### config.mk
export PLATFORM = sky130hd
export DESIGN_NAME = rf_writeback_arbiter
export DESIGN_NICKNAME = d
export VERILOG_FILES = /design/src/rtl/rf_writeback_arbiter.sv
export SDC_FILE = /design/constraint.sdc
export NUM_CORES = 1
export LEC_CHECK = 0
export CAP_MARGIN = 20
export CORE_UTILIZATION = 35
export CTS_CLUSTER_SIZE = 20
export DETAILED_ROUTE_END_ITERATION = 8
export MAX_ROUTING_LAYER = met4
export PLACE_DENSITY_LB_ADDON = 0.1
export SLEW_MARGIN = 10
export SYNTH_ARGS = -nofsm -noshare
export SYNTH_HDL_FRONTEND = slang
export SYNTH_SLANG_ARGS = --single-unit
### constraint.sdc
create_clock -name clk -period 9.85 [get_ports clk]
set_clock_uncertainty 0.2 [all_clocks]
set_input_delay 1.97 -clock clk [delete_from_list [all_inputs] [get_ports clk]]
set_output_delay 1.97 -clock clk [all_outputs]
set_load 0.05 [all_outputs]
### src/rtl/rf_writeback_arbiter.sv
// Shares the register-file write port between ALU, FPU and MUL write-back FIFOs.
// Define WB_RR_EN for round-robin arbitration; otherwise fixed priority ALU > FPU > MUL.

module wb_fifo #(
   parameter int DEPTH = 2,
   parameter int W     = 8
) (
   input  logic         clk,
   input  logic         rst,
   input  logic         push,
   input  logic [W-1:0] push_data,
   input  logic         pop,
   output logic [W-1:0] head,
   output logic         full,
   output logic         empty
);
   localparam int IDX_W = $clog2(DEPTH);
   localparam int PTR_W = IDX_W + 1;

   logic [W-1:0]     mem [DEPTH];
   logic [PTR_W-1:0] wr_ptr;
   logic [PTR_W-1:0] rd_ptr;

   assign empty = (wr_ptr == rd_ptr);
   assign full  = (wr_ptr[IDX_W] != rd_ptr[IDX_W]) &&
                  (wr_ptr[IDX_W-1:0] == rd_ptr[IDX_W-1:0]);
   assign head  = mem[rd_ptr[IDX_W-1:0]];

   always_ff @(posedge clk) begin
      if (rst) begin
         wr_ptr <= '0;
         rd_ptr <= '0;
      end else begin
         if (push) wr_ptr <= wr_ptr + 1'b1;
         if (pop)  rd_ptr <= rd_ptr + 1'b1;
      end
   end

   // NOTE: storage is deliberately not reset; the pointers alone decide which entries are valid.
   always_ff @(posedge clk) begin
      if (push) mem[wr_ptr[IDX_W-1:0]] <= push_data;
   end
endmodule

module rf_writeback_arbiter #(
   parameter int FIFO_DEPTH = 2,
   parameter int ADDR_W     = 5
) (
   input  logic              clk,
   input  logic              rst,
   input  logic              alu_valid,
   output logic              alu_ready,
   input  logic [ADDR_W-1:0] alu_addr,
   input  logic [31:0]       alu_data,
   input  logic              fpu_valid,
   output logic              fpu_ready,
   input  logic [ADDR_W-1:0] fpu_addr,
   input  logic [31:0]       fpu_data,
   input  logic              mul_valid,
   output logic              mul_ready,
   input  logic [1:0]        mul_mode,
   input  logic [31:0]       mul_hi,
   input  logic [31:0]       mul_lo,
   output logic              rf_write_enable,
   output logic [31:0]       rf_write_address,
   output logic [31:0]       rf_write_data_1,
   output logic [31:0]       rf_write_data_2,
   output logic [1:0]        rf_mul,
   output logic              rf_fp_wr,
   output logic              idle
);
   typedef enum logic [1:0] {
      SRC_ALU = 2'd0,
      SRC_FPU = 2'd1,
      SRC_MUL = 2'd2
   } src_e;

   localparam int GW = ADDR_W + 32;
   localparam int MW = 2 + 64;

   logic [GW-1:0] alu_head, fpu_head;
   logic [MW-1:0] mul_head;
   logic          alu_full, fpu_full, mul_full;
   logic          alu_empty, fpu_empty, mul_empty;
   logic          alu_pop, fpu_pop, mul_pop;
   logic [2:0]    req;

   logic          grant_valid;
   src_e          grant_src;
   logic          write;
   logic [31:0]   nxt_addr, nxt_d1, nxt_d2;
   logic [1:0]    nxt_mul;
   logic          nxt_fp;

   assign alu_ready = !alu_full;
   assign fpu_ready = !fpu_full;
   assign mul_ready = !mul_full;

   wb_fifo #(.DEPTH(FIFO_DEPTH), .W(GW)) u_alu_fifo (
      .clk(clk), .rst(rst), .push(alu_valid && alu_ready), .push_data({alu_addr, alu_data}),
      .pop(alu_pop), .head(alu_head), .full(alu_full), .empty(alu_empty));

   wb_fifo #(.DEPTH(FIFO_DEPTH), .W(GW)) u_fpu_fifo (
      .clk(clk), .rst(rst), .push(fpu_valid && fpu_ready), .push_data({fpu_addr, fpu_data}),
      .pop(fpu_pop), .head(fpu_head), .full(fpu_full), .empty(fpu_empty));

   wb_fifo #(.DEPTH(FIFO_DEPTH), .W(MW)) u_mul_fifo (
      .clk(clk), .rst(rst), .push(mul_valid && mul_ready), .push_data({mul_mode, mul_hi, mul_lo}),
      .pop(mul_pop), .head(mul_head), .full(mul_full), .empty(mul_empty));

   assign req = {!mul_empty, !fpu_empty, !alu_empty};

`ifdef WB_RR_EN
   src_e last_grant;
   src_e cand;

   function automatic src_e next_src(input src_e s);
      case (s)
         SRC_ALU: next_src = SRC_FPU;
         SRC_FPU: next_src = SRC_MUL;
         default: next_src = SRC_ALU;
      endcase
   endfunction

   // Search starts just after the previously granted source.
   always_comb begin
      grant_valid = 1'b0;
      grant_src   = SRC_ALU;
      cand        = next_src(last_grant);
      for (int k = 0; k < 3; k++) begin
         if (!grant_valid && req[cand]) begin
            grant_valid = 1'b1;
            grant_src   = cand;
         end
         cand = next_src(cand);
      end
   end

   always_ff @(posedge clk) begin
      if (rst)              last_grant <= SRC_MUL;
      else if (grant_valid) last_grant <= grant_src;
   end
`else
   always_comb begin
      grant_valid = 1'b1;
      grant_src   = SRC_ALU;
      if (req[0])      grant_src = SRC_ALU;
      else if (req[1]) grant_src = SRC_FPU;
      else if (req[2]) grant_src = SRC_MUL;
      else             grant_valid = 1'b0;
   end
`endif

   // Discarded entries still pop and consume the grant.
   assign alu_pop = grant_valid && (grant_src == SRC_ALU);
   assign fpu_pop = grant_valid && (grant_src == SRC_FPU);
   assign mul_pop = grant_valid && (grant_src == SRC_MUL);

   // NOTE: every always_comb output gets a default first so no path can infer a latch.
   always_comb begin
      write    = 1'b0;
      nxt_addr = '0;
      nxt_d1   = '0;
      nxt_d2   = '0;
      nxt_mul  = '0;
      nxt_fp   = 1'b0;
      if (grant_valid) begin
         case (grant_src)
            SRC_ALU: begin
               write    = (alu_head[GW-1:32] != '0);
               nxt_addr = 32'(alu_head[GW-1:32]);
               nxt_d1   = alu_head[31:0];
            end
            SRC_FPU: begin
               write    = 1'b1;
               nxt_addr = 32'(fpu_head[GW-1:32]);
               nxt_d1   = fpu_head[31:0];
               nxt_fp   = 1'b1;
            end
            SRC_MUL: begin
               write   = (mul_head[65:64] == 2'd1) || (mul_head[65:64] == 2'd2);
               nxt_mul = mul_head[65:64];
               nxt_d2  = mul_head[63:32];
               nxt_d1  = mul_head[31:0];
            end
            default: ;
         endcase
      end
   end

   always_ff @(posedge clk) begin
      if (rst) begin
         rf_write_enable  <= 1'b0;
         rf_write_address <= '0;
         rf_write_data_1  <= '0;
         rf_write_data_2  <= '0;
         rf_mul           <= '0;
         rf_fp_wr         <= 1'b0;
      end else begin
         rf_write_enable <= write;
         if (write) begin
            rf_write_address <= nxt_addr;
            rf_write_data_1  <= nxt_d1;
            rf_write_data_2  <= nxt_d2;
            rf_mul           <= nxt_mul;
            rf_fp_wr         <= nxt_fp;
         end
      end
   end

   assign idle = alu_empty && fpu_empty && mul_empty && !rf_write_enable;
endmodule

==> metrics.md <==
| Metric | Value |
|---|---|
| TritonCTS buffer count | `42` |
| Main flop type after synthesis | `edfxtp_1` |
| Post-synth cell types | `between 40 and 50` |
| CP arrival | `2.72 ns` |
| PortBufs | `~220` |
| Min Tclk post-route | `4.89 ns` |
| Average wire per standard cell | `20.4 µm` |
| Worst IR Drop VDD | `about 0.00021 V` |
| Sequential-to-total area share from yosys stat | `0.709` |
| Hold Crit Class | `reg2reg` |
| Area contributors post-synth | `edfxtp_1, dfxtp_1, mux2i_1` |
| Startpoint Class | `flip-flop` |
| Post-Route WL | `about 34,000 µm` |
| H-tree Lvls | `2` |
| Gpl congestion | `approximately 0.72` |
| Starting Density | `0.358` |
| Final period util | `0.497` |
| Placed inst area | `approximately 17,000 µm²` |
| Mapped Cells | `just under 900` |
| Crit-path max FO | `5` |
| DRT Pass-1 Iters | `5` |
| Maxcap violations | `0` |
| Grt ovf | `0` |
| Placed insts | `about 1,600` |
| Register bit total from synthesis | `between 300 and 400` |
| Yosys warnings | `0` |
| Num Clock Sinks | `368` |
| Resized Gates After CTS | `0` |
| # hold bufs at CTS | `0` |
| Async set or reset register ratio after synthesis | `0` |
| Initial antenna violation count | `4` |
| Fmax | `approximately 0.2 GHz` |
| Vias in the first global route | `about 8,300` |
| Nets | `1,251` |
| IO Pins | `~250` |
| Via/cell ratio | `between 4 and 5` |
| First-pass GRT wire length | `about 51,000 µm` |
| Largest net degree at the start of global routing | `70` |
| Die width | `between 200 and 250 µm` |
| Syn avg cell area | `16.1 µm²` |
| Top-area cell type share of the netlist area | `0.586` |
| Slew Viols, Final | `0` |
| Req. time, crit path | `7.68 ns` |
| Post-CTS setup-driven buffer insertion count | `0` |
| Cell taking the most area after synthesis | `edfxtp_1` |
| Layout cells sized above 1 | `0.0957` |
| CTS tree | `done` |
| Worst-case headroom to the max-slew limit | `0.286` |
| CORE AREA | `40,100 µm²` |
| Setup Crit Path Kind | `reg2out` |
| Vias post-DR | `8,129` |
| P&R area growth vs syn | `27.1%` |
| Worst-Margin Slew | `1.07 ns` |
| Final instance area | `between 15,000 and 20,000 µm²` |
| Root Driver | `clkbuf_16` |
| Crit. End Element | `output pin` |
| Number of fill cells | `approximately 3,500` |
| Core Rows | `73` |
| GRT Total Usage | `0.167` |
| Hpwl dp | `21,300 µm` |
| Status | `finished, final reports clean` |
| Pwr per Cell Area | `roughly 310 nW/µm²` |
| Synthesized cell area | `14,300 µm²` |
| Iteration-0 DRC count of the detailed router | `approximately 400` |
| RSZ-0062 raised after global routing | `no` |
| Post-synth EDFFs | `280` |
| Clock slew at reported path FFs | `about 0.05 ns` |
| DIE AREA | `between 40,000 and 50,000 µm²` |
| Non-filler cells, final | `around 1,700` |
| CTS max path bufs | `3` |
| Die height | `about 200 µm` |
| Setup TNS | `0 ns` |
| Post-Route Utilization | `0.455` |
| Routed Antenna Nets | `0` |
| Clock latency on the worst-skew pair | `~0.54 ns` |
| DRC viols | `0` |
| Tot Pwr | `around 5.6 mW` |
| Leakage Power | `5.98 nW` |
| Final Hold Viols | `0` |
| Final setup fails | `0` |
worst paths after layout:
check                                           from             endpoint  slack (ns)  depth (start not counted)
worst max-delay path            u_fpu_fifo.wr_ptr[0]                 idle        4.96                          4
worst min-delay path              rf_write_data_2[0]   rf_write_data_2[0]        0.27                          1
worst max register to register  u_alu_fifo.wr_ptr[0]  rf_write_data_2[30]        6.64                          6
worst min register to register    rf_write_data_2[0]   rf_write_data_2[0]        0.27                          1
cells in the final DEF, fill, tap and decap left out, drive strengths merged, types with 4 or more instances in the layout:
master         Yosys  routed
a211o             33      33
a21oi             41      41
a311oi             5       5
and3               4       4
buf               62      16
clkbuf            31      59
clkdlybuf4s50      0     220
clkinv             0      15
conb               1      27
dfxtp             88      88
diode              0       4
edfxtp           280     280
mux2i            109     109
nand2             10      10
nand2b            27      27
nor2              21      21
nor4               5       5
o21ai             33      33
o221ai            32      32
o22a               5       5
o2bb2ai           34      34
o32a              32      32
or2b               6       6
xnor2             12      12
xor2              12      12
worst max-delay path: stages (launching register included):
cell and delay (ns):
dfxtp_1 0.39, xnor2_1 0.36, nand2_1 0.15, nor4_1 0.31, clkdlybuf4s50_1 0.95
cells by family after synthesis:
logic type / after synthesis / share of synthesized area
buffers and inverters: 93 / 0.0468
DFF: 368 / 0.709
and+or+nand+nor: 77 / 0.0308
xor gates and xnor gates: 24 / 0.0173
other: 1 / 0.000261
AOI/OAI and AO/OA: 221 / 0.120
muxes: 109 / 0.0761
power breakdown:
part	internal (mW)	total, mW	switching (mW)
Sequential	1.98	2.11	0.128
Clock	0.902	1.51	0.608
Combinational	0.757	2.03	1.27
Total	3.64	5.64	2.00
cell usage after synthesis, types with 2 or more instances:
cell type,n
and3_1,3
o221ai_1,32
xnor2_1,11
buf_6,7
buf_2,24
o32a_1,32
edfxtp_1,280
a211o_1,33
clkbuf_2,2
xor2_2,4
buf_4,28
buf_8,2
nand2_1,9
o21ai_1,2
clkbuf_8,11
a21oi_1,39
clkbuf_1,18
o2bb2ai_1,34
dfxtp_1,88
mux2i_1,109
nand2b_1,27
a311oi_1,5
xor2_1,8
nor4_1,4
nor2_1,21
o21ai_0,31
a21oi_2,2
o22a_1,5
a211oi_1,2
or2b_2,6
cell type report:
type	instances	area (µm²)	area share
sequential	368	10200	0.558
multi-input combinational	458	3660	0.201
timing repair buffer	236	2370	0.130
clock buffer	59	1200	0.0656
tap	525	657	0.0360
clock inverter	18	165	0.00905
antenna	4	10.0	0.000549
metal layers:
metal	share of wire	global-route usage	vias up
met5	0	-	-
met4	0.013	0.0402	0
met3	0.062	0.0467	36
met2	0.47	0.258	211
met1	0.45	0.216	3979
li1	-	-	3903
registers in the layout, indices dropped and copies added (netlist names), 5 cells and up, named ones only:
signal / flops
u_mul_fifo.mem: 132
u_alu_fifo.mem: 74
u_fpu_fifo.mem: 74
rf_write_data_1: 32
rf_write_data_2: 32
rf_write_address: 5
metrics by stage:
| step | hold slack (ns) | setup slack (ns) |
|---|---|---|
| finish | 0.268 | 4.96 |
| global route | 0.289 | 4.86 |
| CTS | 0.275 | 4.93 |
| detailed placement | 0.251 | 5.32 |
| global placement | 0.247 | 5.40 |
| floorplan | 0.284 | 4.34 |
No activity file was read; power rests on OpenSTA's default activity.
